<file path="src/rtl/mem_port_arbiter_if.sv">
// mem_port_arbiter_if
//   Bundles the fetch requester (I_*), data requester (D_*), the stall
//   outputs to the hazard unit and the single memory bus (Bus_*) that
//   mem_port_arbiter shares between them.
//   Modports:
//     slave  - the arbiter: takes requests and bus read data/ack, drives
//              ready pulses, read data, stalls and the bus command.
//     master - the environment: pipeline requesters plus memory.
interface mem_port_arbiter_if #(
   parameter int ADDR_W = 30,
   parameter int DATA_W = 32
);
   localparam int BE_W = DATA_W / 8;

   // fetch side
   logic              I_Req;
   logic [ADDR_W-1:0] I_Addr;
   logic [DATA_W-1:0] I_RData;
   logic              I_Ready;
   logic              Inst_Stall;

   // data side
   logic              D_Req;
   logic              D_Write;
   logic [ADDR_W-1:0] D_Addr;
   logic [DATA_W-1:0] D_WData;
   logic [BE_W-1:0]   D_BE;
   logic [DATA_W-1:0] D_RData;
   logic              D_Ready;
   logic              M_Stall_Controller;

   // memory bus
   logic              Bus_Req;
   logic              Bus_Write;
   logic [ADDR_W-1:0] Bus_Addr;
   logic [DATA_W-1:0] Bus_WData;
   logic [BE_W-1:0]   Bus_BE;
   logic [DATA_W-1:0] Bus_RData;
   logic              Bus_Ack;

   modport slave (
      input  I_Req, I_Addr,
      output I_RData, I_Ready, Inst_Stall,
      input  D_Req, D_Write, D_Addr, D_WData, D_BE,
      output D_RData, D_Ready, M_Stall_Controller,
      output Bus_Req, Bus_Write, Bus_Addr, Bus_WData, Bus_BE,
      input  Bus_RData, Bus_Ack
   );

   modport master (
      output I_Req, I_Addr,
      input  I_RData, I_Ready, Inst_Stall,
      output D_Req, D_Write, D_Addr, D_WData, D_BE,
      input  D_RData, D_Ready, M_Stall_Controller,
      input  Bus_Req, Bus_Write, Bus_Addr, Bus_WData, Bus_BE,
      output Bus_RData, Bus_Ack
   );
endinterface

</file>
<file path="src/rtl/mem_port_arbiter.sv">
// mem_port_arbiter
//   Shares one external memory port between instruction fetch (I) and data
//   memory (D). A granted request is latched into the bus registers and run
//   as one transaction (IDLE -> BUSY -> RESP -> IDLE); the result is returned
//   to the owner with a one-cycle ready pulse, unless the owner withdrew its
//   request before the ack.
//   Ports:
//     clock - rising-edge clock
//     reset - asynchronous, active-high
//     mp    - mem_port_arbiter_if.slave: requesters, stalls, memory bus
//   Build option:
//     MEM_ARB_RR_EN - defined: round-robin on ties (last-owner register,
//                     resets to I so D wins the first tie).
//                     undefined: D always beats I on ties.
module mem_port_arbiter #(
   parameter int ADDR_W = 30,
   parameter int DATA_W = 32
) (
   input logic               clock,
   input logic               reset,
   mem_port_arbiter_if.slave mp
);
   localparam int BE_W = DATA_W / 8;

   typedef enum logic [1:0] {IDLE = 2'd0, BUSY = 2'd1, RESP = 2'd2} state_t;

   state_t            state, state_nxt;
   logic              req_any;
   logic              grant_d;      // 1: D wins this arbitration
   logic              owner_d;      // 1: current transaction belongs to D
   logic              bus_write_q;
   logic [ADDR_W-1:0] bus_addr_q;
   logic [DATA_W-1:0] bus_wdata_q;
   logic [BE_W-1:0]   bus_be_q;
   logic [DATA_W-1:0] rdata_q;
   logic              i_ready_q;
   logic              d_ready_q;

   assign req_any = mp.I_Req | mp.D_Req;

`ifdef MEM_ARB_RR_EN
   logic last_d;  // owner of the previous grant

   // On a tie, serve whoever did not get the previous grant.
   assign grant_d = mp.D_Req & (~mp.I_Req | ~last_d);

   always_ff @(posedge clock or posedge reset) begin
      if (reset)
         last_d <= 1'b0;
      else if (state == IDLE && req_any)
         last_d <= grant_d;
   end
`else
   assign grant_d = mp.D_Req;
`endif

   // state register
   always_ff @(posedge clock or posedge reset) begin
      if (reset)
         state <= IDLE;
      else
         state <= state_nxt;
   end

   // next state
   always_comb begin
      state_nxt = state;
      case (state)
         IDLE:    if (req_any) state_nxt = BUSY;
         BUSY:    if (mp.Bus_Ack) state_nxt = RESP;
         RESP:    state_nxt = IDLE;
         default: state_nxt = IDLE;
      endcase
   end

   // Bus registers load only in IDLE, so they hold steady for all of BUSY.
   // The ready pulse is decided at the ack edge: an owner that has dropped
   // its request by then gets no pulse and the result is discarded.
   always_ff @(posedge clock or posedge reset) begin
      if (reset) begin
         owner_d     <= 1'b0;
         bus_write_q <= 1'b0;
         bus_addr_q  <= '0;
         bus_wdata_q <= '0;
         bus_be_q    <= '1;
         rdata_q     <= '0;
         i_ready_q   <= 1'b0;
         d_ready_q   <= 1'b0;
      end else begin
         i_ready_q <= 1'b0;
         d_ready_q <= 1'b0;
         if (state == IDLE && req_any) begin
            owner_d <= grant_d;
            if (grant_d) begin
               bus_write_q <= mp.D_Write;
               bus_addr_q  <= mp.D_Addr;
               bus_wdata_q <= mp.D_WData;
               bus_be_q    <= mp.D_Write ? mp.D_BE : '1;
            end else begin
               bus_write_q <= 1'b0;
               bus_addr_q  <= mp.I_Addr;
               bus_be_q    <= '1;
            end
         end
         if (state == BUSY && mp.Bus_Ack) begin
            rdata_q   <= mp.Bus_RData;
            i_ready_q <= ~owner_d & mp.I_Req;
            d_ready_q <= owner_d & mp.D_Req;
         end
      end
   end

   assign mp.Bus_Req            = (state == BUSY);
   assign mp.Bus_Write          = bus_write_q;
   assign mp.Bus_Addr           = bus_addr_q;
   assign mp.Bus_WData          = bus_wdata_q;
   assign mp.Bus_BE             = bus_be_q;
   assign mp.I_RData            = rdata_q;
   assign mp.D_RData            = rdata_q;
   assign mp.I_Ready            = i_ready_q;
   assign mp.D_Ready            = d_ready_q;
   assign mp.Inst_Stall         = mp.I_Req & ~i_ready_q;
   assign mp.M_Stall_Controller = mp.D_Req & ~d_ready_q;
endmodule

</file>
<file path="src/flat_wrapper.sv">
// flat-port wrapper written by rule: the top's interface ports become plain ports
module mem_port_arbiter_flat 
#(
   parameter int ADDR_W = 30,
   parameter int DATA_W = 32
)
  (clock, reset, mp_I_Req, mp_I_Addr, mp_I_RData, mp_I_Ready, mp_Inst_Stall, mp_D_Req, mp_D_Write, mp_D_Addr, mp_D_WData, mp_D_BE, mp_D_RData, mp_D_Ready, mp_M_Stall_Controller, mp_Bus_Req, mp_Bus_Write, mp_Bus_Addr, mp_Bus_WData, mp_Bus_BE, mp_Bus_RData, mp_Bus_Ack);
  mem_port_arbiter_if #(.ADDR_W(ADDR_W), .DATA_W(DATA_W)) mp_i ();
  input logic clock;
  input logic reset;
  input wire logic [$bits(mp_i.I_Req)-1:0] mp_I_Req;
  input wire logic [$bits(mp_i.I_Addr)-1:0] mp_I_Addr;
  output wire logic [$bits(mp_i.I_RData)-1:0] mp_I_RData;
  output wire logic [$bits(mp_i.I_Ready)-1:0] mp_I_Ready;
  output wire logic [$bits(mp_i.Inst_Stall)-1:0] mp_Inst_Stall;
  input wire logic [$bits(mp_i.D_Req)-1:0] mp_D_Req;
  input wire logic [$bits(mp_i.D_Write)-1:0] mp_D_Write;
  input wire logic [$bits(mp_i.D_Addr)-1:0] mp_D_Addr;
  input wire logic [$bits(mp_i.D_WData)-1:0] mp_D_WData;
  input wire logic [$bits(mp_i.D_BE)-1:0] mp_D_BE;
  output wire logic [$bits(mp_i.D_RData)-1:0] mp_D_RData;
  output wire logic [$bits(mp_i.D_Ready)-1:0] mp_D_Ready;
  output wire logic [$bits(mp_i.M_Stall_Controller)-1:0] mp_M_Stall_Controller;
  output wire logic [$bits(mp_i.Bus_Req)-1:0] mp_Bus_Req;
  output wire logic [$bits(mp_i.Bus_Write)-1:0] mp_Bus_Write;
  output wire logic [$bits(mp_i.Bus_Addr)-1:0] mp_Bus_Addr;
  output wire logic [$bits(mp_i.Bus_WData)-1:0] mp_Bus_WData;
  output wire logic [$bits(mp_i.Bus_BE)-1:0] mp_Bus_BE;
  input wire logic [$bits(mp_i.Bus_RData)-1:0] mp_Bus_RData;
  input wire logic [$bits(mp_i.Bus_Ack)-1:0] mp_Bus_Ack;
  assign mp_i.I_Req = mp_I_Req;
  assign mp_i.I_Addr = mp_I_Addr;
  assign mp_I_RData = mp_i.I_RData;
  assign mp_I_Ready = mp_i.I_Ready;
  assign mp_Inst_Stall = mp_i.Inst_Stall;
  assign mp_i.D_Req = mp_D_Req;
  assign mp_i.D_Write = mp_D_Write;
  assign mp_i.D_Addr = mp_D_Addr;
  assign mp_i.D_WData = mp_D_WData;
  assign mp_i.D_BE = mp_D_BE;
  assign mp_D_RData = mp_i.D_RData;
  assign mp_D_Ready = mp_i.D_Ready;
  assign mp_M_Stall_Controller = mp_i.M_Stall_Controller;
  assign mp_Bus_Req = mp_i.Bus_Req;
  assign mp_Bus_Write = mp_i.Bus_Write;
  assign mp_Bus_Addr = mp_i.Bus_Addr;
  assign mp_Bus_WData = mp_i.Bus_WData;
  assign mp_Bus_BE = mp_i.Bus_BE;
  assign mp_i.Bus_RData = mp_Bus_RData;
  assign mp_i.Bus_Ack = mp_Bus_Ack;
  mem_port_arbiter #(.ADDR_W(ADDR_W), .DATA_W(DATA_W)) u_core (.clock(clock), .reset(reset), .mp(mp_i));
endmodule
</file>
<file path="config.mk">
export PLATFORM = sky130hd
export DESIGN_NAME = mem_port_arbiter_flat
export DESIGN_NICKNAME = d
export VERILOG_FILES = /design/src/rtl/mem_port_arbiter_if.sv /design/src/rtl/mem_port_arbiter.sv /design/src/flat_wrapper.sv
export SDC_FILE = /design/constraint.sdc
export NUM_CORES = 1
export LEC_CHECK = 0
export CAP_MARGIN = 20
export CORE_MARGIN = 2
export CORE_UTILIZATION = 41
export DETAILED_ROUTE_END_ITERATION = 6
export PLACE_DENSITY = 0.94
export SYNTH_ARGS = -nofsm -noshare
export SYNTH_HDL_FRONTEND = slang
export SYNTH_SLANG_ARGS = --single-unit
</file>
<file path="constraint.sdc">
create_clock -name clock -period 5.3 [get_ports clock]
set_input_delay 1.06 -clock clock [delete_from_list [all_inputs] [get_ports clock]]
set_output_delay 1.06 -clock clock [all_outputs]
set_load 0.05 [all_outputs]
</file>
Word level (Yosys, flattened, before mapping)
Index checks and enable logic that the tools add are counted.
- $lt $le $gt $ge: 0
- multiplexer cells: 9
- eq/ne operators: 3
- $add $sub $neg: 0
- multipliers: 0
- shifts and indexed selects: 0
- divide/modulo/power cells: 0
- bitwise gates (word level): 8
- reduce and logical (&&, ||, !) cells: 5
- operators with widths (cell ; count):
    $mux W30 ; 1
    $mux W4 ; 2
    $and A1 B1 Y1 ; 4
    $mux W2 ; 2
    $ne A2 B1 Y1 const B ; 2
    $pmux W2 S2 ; 1
    $reduce_and A2 Y1 ; 2
    $mux W1 ; 3
    $not A1 Y1 ; 3
    $eq A2 B1 Y1 const B ; 1
    $logic_and A1 B1 Y1 ; 2
    $logic_not A2 Y1 ; 1
    $or A1 B1 Y1 ; 1
- register bits after elaboration: 104
- output and inout bits: 136
- logic and storage cells: 34
- memories kept: 0
- ROM bits: 0
- latch bits: 0
- memory bits (writable): 0

Longest topological paths before layout
Gate-level depths: netlist (run 1).
- word-level depth: 3
- gate-level depth with buffers: 5
- mapped depth without buffers: 3

Least setup slack after synthesis (run 1)
Ideal clock, no wire load.
- path type: input to output
- from: input port mp_D_Req
- to: output port mp_M_Stall_Controller
- arrival: 2086 ps
- path slack: 2154 ps
- stages on the path: 3
- cells stage by stage: buf_6 -> buf_2 -> nor2b_1
- cells in the longest elaborated chain, start to end: 1
- RTL lines (what ; line ; text):
    start: declaration ; flat_wrapper.sv:16 ; input wire logic [$bits(mp_i.D_Req)-1:0] mp_D_Req;
    $and A1 B1 Y1 ; mem_port_arbiter.sv:123 ; assign mp.M_Stall_Controller = mp.D_Req & ~d_ready_q;
    end: declaration ; flat_wrapper.sv:23 ; output wire logic [$bits(mp_i.M_Stall_Controller)-1:0] mp_M_Stall_Controller;
No other way between the ends.

Final worst setup path (run 1)
- from: input port mp_I_Req
- to: output port mp_Inst_Stall
- cells in the longest elaborated chain, start to end: 1
- RTL lines (what ; line ; text):
    start: declaration ; flat_wrapper.sv:11 ; input wire logic [$bits(mp_i.I_Req)-1:0] mp_I_Req;
    $and A1 B1 Y1 ; mem_port_arbiter.sv:122 ; assign mp.Inst_Stall = mp.I_Req & ~i_ready_q;
    end: declaration ; flat_wrapper.sv:15 ; output wire logic [$bits(mp_i.Inst_Stall)-1:0] mp_Inst_Stall;
No other way between the ends.

==> results.cfg, run 1 <==
[job]
cap_violations = 0

[setup_path]
critPathMaxFanout = 4
cp.required_ns = 4.24
critical_path_buf_inv_count = 2
cp_common_cell = clkdlybuf4s50_1
slowest_stage = clkdlybuf4s50_1
worstSetupPathType = in2out
cp-end-kind = output pin
critPathTopFamily = buffers and inverters
cp_data_arrival_time_ns = 2.63
slowest_delay_ns = 0.83
crit_chain = clkdlybuf4s50_1, nor2b_1, clkdlybuf4s50_1
startpoint_type = primary input

[timing]
skew_ns = 0.00881
final.setup.tns_ns = 0
rsz0062_at_grt = no
slew_headroom_pct = 38.3
max_slew.worst_pin.slew_ns = 0.925
hold_violations = 0
final.period_utilization_pct = 69.6
slew_viol_final = 0
finalSetupViolCount = 0
max_freq_mhz = 271
min_period_ns = 3.69

[finish]
final_core_util_pct = 67.2
syn_to_final_growth_pct = 59.2
diodes = 0
final_cell_mix = clkdlybuf4s50_1, mux2_2, dfrtp_1, clkbuf_8, mux2_4
drive_above_1_share_pct = 27.8
final_common_cell = clkdlybuf4s50_1
nets = 668

[clocking]
htreeDepth = 3
cts_hold_buf = 0
cts_max_path_buffers = 2
cts_tree = done
cts_buffers = 9
path_clk_slew_ns = 0.10
cts_root_buffer = clkbuf_8
post_cts_buffers = 0
clock-sinks = 104
post_cts_resized = 0
clk_latency_ns = 0.36

[synthesis]
ys_seq_area_share_pct = 57.0
synth.distinct_cells = 20
syn_inst = 297
synth_xor_area_share_pct = 0
synth.mux.area_fraction_pct = 31.3
synth_adder_area_share_pct = 0
syn_area_sq_um = 4570
avgSynthCellArea_sq_um = 15.4
synthSimpleGateAreaFrac_pct = 1.70
synth.yosys.warnings = 0
syn-num-nets = 431
synth-seq-cells = 104
synth_top_family_by_area = multiplexers
synth_compound_area_share_pct = 1.37

[floorplanning]
core_sq_um = 10800
die_w_um = 110
dieArea_sq_um = 12000
rows = 38
initial_core_util_pct = 42.2
ioPinCount = 270
die_y_um = 110

[global_routing]
grt_pass1_vias = 3428
antenna_found_initial = 0
grt.total_usage_pct = 18.9
grt_max_degree = 70
grt_pass1_wl_um = 17200
grt_remaining_overflow = 0

[placement]
gp_congestion = 0.710
io_buffers = 269
dpl.hpwl_um = 8920

[drt]
vias_per_cell = 4.73
drc_errors = 0
drt_wl_total_um = 11700
dr_total_vias = 3210
ant_nets = 0
drt_first_pass_iters = 4
drtIter0Drc = 81
wire_per_inst_um = 17.2

[min_path]
hold_class = reg2reg

[run_status]
status = completed
[sequential cells by signal (all words and copies together) (netlist names)]
signal,cells
u_core.mp.Bus_BE,4
u_core.mp.I_Ready,1
u_core.owner_d,1
u_core.mp.D_Ready,1
u_core.mp.Bus_Write,1
u_core.mp.Bus_WData,32
u_core.mp.D_RData,32
u_core.mp.Bus_Addr,30
u_core.state,2
[synthesized netlist by cell type]
master / number / area share [%]
dfstp_2: 4 / 2.3
o21a_1: 1 / 0.16
o21ai_0: 1 / 0.11
buf_4: 32 / 5.3
nand2_4: 1 / 0.25
nand2_1: 3 / 0.25
nor2_1: 2 / 0.16
mux2_2: 113 / 28
inv_1: 4 / 0.33
buf_2: 3 / 0.33
mux2_1: 2 / 0.49
a21o_1: 2 / 0.33
o22a_1: 4 / 0.77
nor3b_1: 1 / 0.16
dfrtp_1: 100 / 55
nor2b_1: 2 / 0.27
and2b_2: 1 / 0.19
buf_6: 11 / 2.7
nor3b_4: 1 / 0.41
mux2_4: 9 / 3.0
[layout make-up]
type                       instances  area, sq um
fill                             776         3560
sequential                       104         2610
inverter                           4         17.5
tap                              140          175
timing repair buffer             272         2720
clock inverter                     4         27.5
multi-input combinational        143         1570
clock buffer                      12          165
[cell families (layout without fill, tap and decap cells)]
kind of cell | count (synthesis) | after routing
muxes | 124 | 124
and+or+nand+nor | 11 | 11
DFF | 104 | 104
AOI/OAI and AO/OA | 8 | 8
buffers and inverters | 50 | 292
[path summary, 6_finish.rpt]
| check | startpoint | to | slack (ns) | depth (start not counted) |
|---|---|---|---|---|
| worst max-delay path | mp_I_Req | mp_Inst_Stall | 1.61 | 3 |
| worst min-delay path | u_core.owner_d | u_core.mp.I_Ready | 0.48 | 1 |
| worst max register to register | u_core.state[0] | u_core.mp.Bus_Addr[3] | 3.39 | 3 |
| worst min register to register | u_core.owner_d | u_core.mp.I_Ready | 0.48 | 1 |
| max in group asynchronous | reset | u_core.mp.D_RData[16] | 3.11 | 3 |
| min in group asynchronous | reset | u_core.mp.Bus_WData[29] | 1.21 | 2 |
[metrics by stage]
step | hold slack [ns] | cell area (sq um) | cells | setup WS (ns)
3_5_place_dp | 0.460 | 7090 | 663 | 1.63
6_report | 0.477 | 7280 | 679 | 1.61
2_1_floorplan | 0.431 | 4570 | 297 | 1.51
5_1_grt | 0.501 | 7280 | 679 | 1.59
4_1_cts | 0.473 | 7280 | 679 | 1.62
3_3_place_gp | 0.455 | 7090 | 663 | 1.65
[routing by layer]
| metal | GRT usage (%) | vias up | part of all wire [%] |
|---|---|---|---|
| met5 | 0 | - | 0 |
| met4 | 7.78 | 0 | 1.7 |
| met2 | 33.4 | 150 | 52 |
| li1 | - | 1469 | - |
| met3 | 5.63 | 14 | 9.6 |
| met1 | 21.1 | 1577 | 37 |
Power of run 1 is left out: the tool's default activity adds up to more than one toggle a clock period on the data nets, which glitch-free logic cannot reach.
==> run 2, diff against run 1 <==
Settings changed: CORE_UTILIZATION 41 to 38, PLACE_DENSITY 0.94 to 0.89.
Clock period 5.3 ns to 3.64 ns, I/O delays scaled along.
==> run 2 against run 1 <==
- routed wire length rose by 1.5%
- register-to-register slack worse by 1.7 ns
- die area increased by 7.6%
- via count barely moved
- critical path type unchanged
- critical endpoint unchanged
- largest cell class unchanged
- highest routed layer unchanged
==> results.cfg, run 2 (same netlist as run 1, synthesis figures left out) <==
[clocking]
clk_latency_ns = 0.34
htreeDepth = 3
cts_max_path_buffers = 2
clock-sinks = 104
post_cts_resized = 0
cts_tree = done
path_clk_slew_ns = 0.07
post_cts_buffers = 0
cts_root_buffer = clkbuf_16
cts_hold_buf = 0
cts_buffers = 9

[timing]
max_freq_mhz = 339
finalSetupViolCount = 0
final.setup.tns_ns = 0
rsz0062_at_grt = no
skew_ns = 0.00571
max_slew.worst_pin.slew_ns = 0.926
slew_viol_final = 0
slew_headroom_pct = 38.2
min_period_ns = 2.95
worst_hold_slack_ns = 0.465
final.period_utilization_pct = 81.1
hold_violations = 0

[placement]
dpl.hpwl_um = 8950
io_buffers = 269
gp_congestion = 0.742

[floorplanning]
rows = 40
die_w_um = 114
die_y_um = 114
dieArea_sq_um = 12900
core_sq_um = 11900
ioPinCount = 270
initial_core_util_pct = 38.5

[setup_path]
critical_path_buf_inv_count = 2
critPathTopFamily = buffers and inverters
worstSetupPathType = in2out
cp_common_cell = clkdlybuf4s50_1
cp-end-kind = output pin
slowest_stage = clkdlybuf4s50_1
crit_chain = clkdlybuf4s50_1, nor2b_1, clkdlybuf4s50_1
slowest_delay_ns = 0.84
startpoint_type = primary input
cp.required_ns = 2.91
critPathMaxFanout = 4
cp_data_arrival_time_ns = 2.23
rrSetupSlack_ns = 1.74

[global_routing]
antenna_found_initial = 0
grt_pass1_wl_um = 18400
grt_pass1_vias = 3595
grt_max_degree = 55
grt_remaining_overflow = 0
grt.total_usage_pct = 18.4

[finish]
syn_to_final_growth_pct = 62.3
drive_above_1_share_pct = 28.0
nets = 668
final_cell_mix = clkdlybuf4s50_1, mux2_2, dfrtp_1, mux2_4, clkbuf_16
final_common_cell = clkdlybuf4s50_1
diodes = 0

[job]
cap_violations = 0

[drt]
dr_total_vias = 3212
ant_nets = 0
drt_first_pass_iters = 4
drtIter0Drc = 90
vias_per_cell = 4.68
wire_per_inst_um = 17.3
drc_errors = 0
drt_wl_total_um = 11800

[min_path]
hold_class = reg2reg

[run_status]
status = completed
run 2: cell types whose count changed in the layout (fill, tap and decap cells not counted), sizes merged:
cell / change
buf: +1
bufinv: +1
inv: +3
clkdlybuf4s50: -1
clkinvlp: -2
clkinv: +1
clkbuf: -3
run 2: final timing paths:
check | from | end | cells past startpoint
max in group asynchronous | reset | u_core.mp.Bus_Addr[20] | 3
worst min register to register | u_core.owner_d | u_core.mp.I_Ready | 1
worst max register to register | u_core.state[0] | u_core.mp.Bus_Addr[1] | 3
min in group asynchronous | reset | u_core.mp.Bus_WData[20] | 2
worst max-delay path | mp_I_Req | mp_Inst_Stall | 3
worst min-delay path | u_core.owner_d | u_core.mp.I_Ready | 1
run 2: layout make-up:
cell class | count | area [sq um]
clock buffers | 9 | 225
clock inverters | 7 | 77.6
fillers | 932 | 4440
inverters | 4 | 17.5
multi-input cells | 143 | 1570
flip-flops and latches | 104 | 2610
well taps | 147 | 184
repair buffers | 272 | 2740
run 2: through the flow:
| step | utilization (%) | area, sq um | instances | setup slack [ns] |
|---|---|---|---|---|
| after floorplan | - | 4570 | 297 | 0.186 |
| after global placement | 60.0 | 7120 | 670 | 0.667 |
| after detailed placement | 60.0 | 7120 | 670 | 0.664 |
| after CTS | 62.6 | 7420 | 686 | 0.660 |
| after global routing | 62.6 | 7420 | 686 | 0.622 |
| final | 62.6 | 7420 | 686 | 0.686 |
run 2: routing by layer:
layer | vias up | part of all wire, % | track usage (%)
met4 | 0 | 1.8 | 6.91
met1 | 1566 | 36 | 19.8
met3 | 15 | 8.9 | 5.84
met5 | - | 0 | 0
met2 | 158 | 53 | 33.7
li1 | 1473 | - | -
Power of run 2 is left out for the same reason.
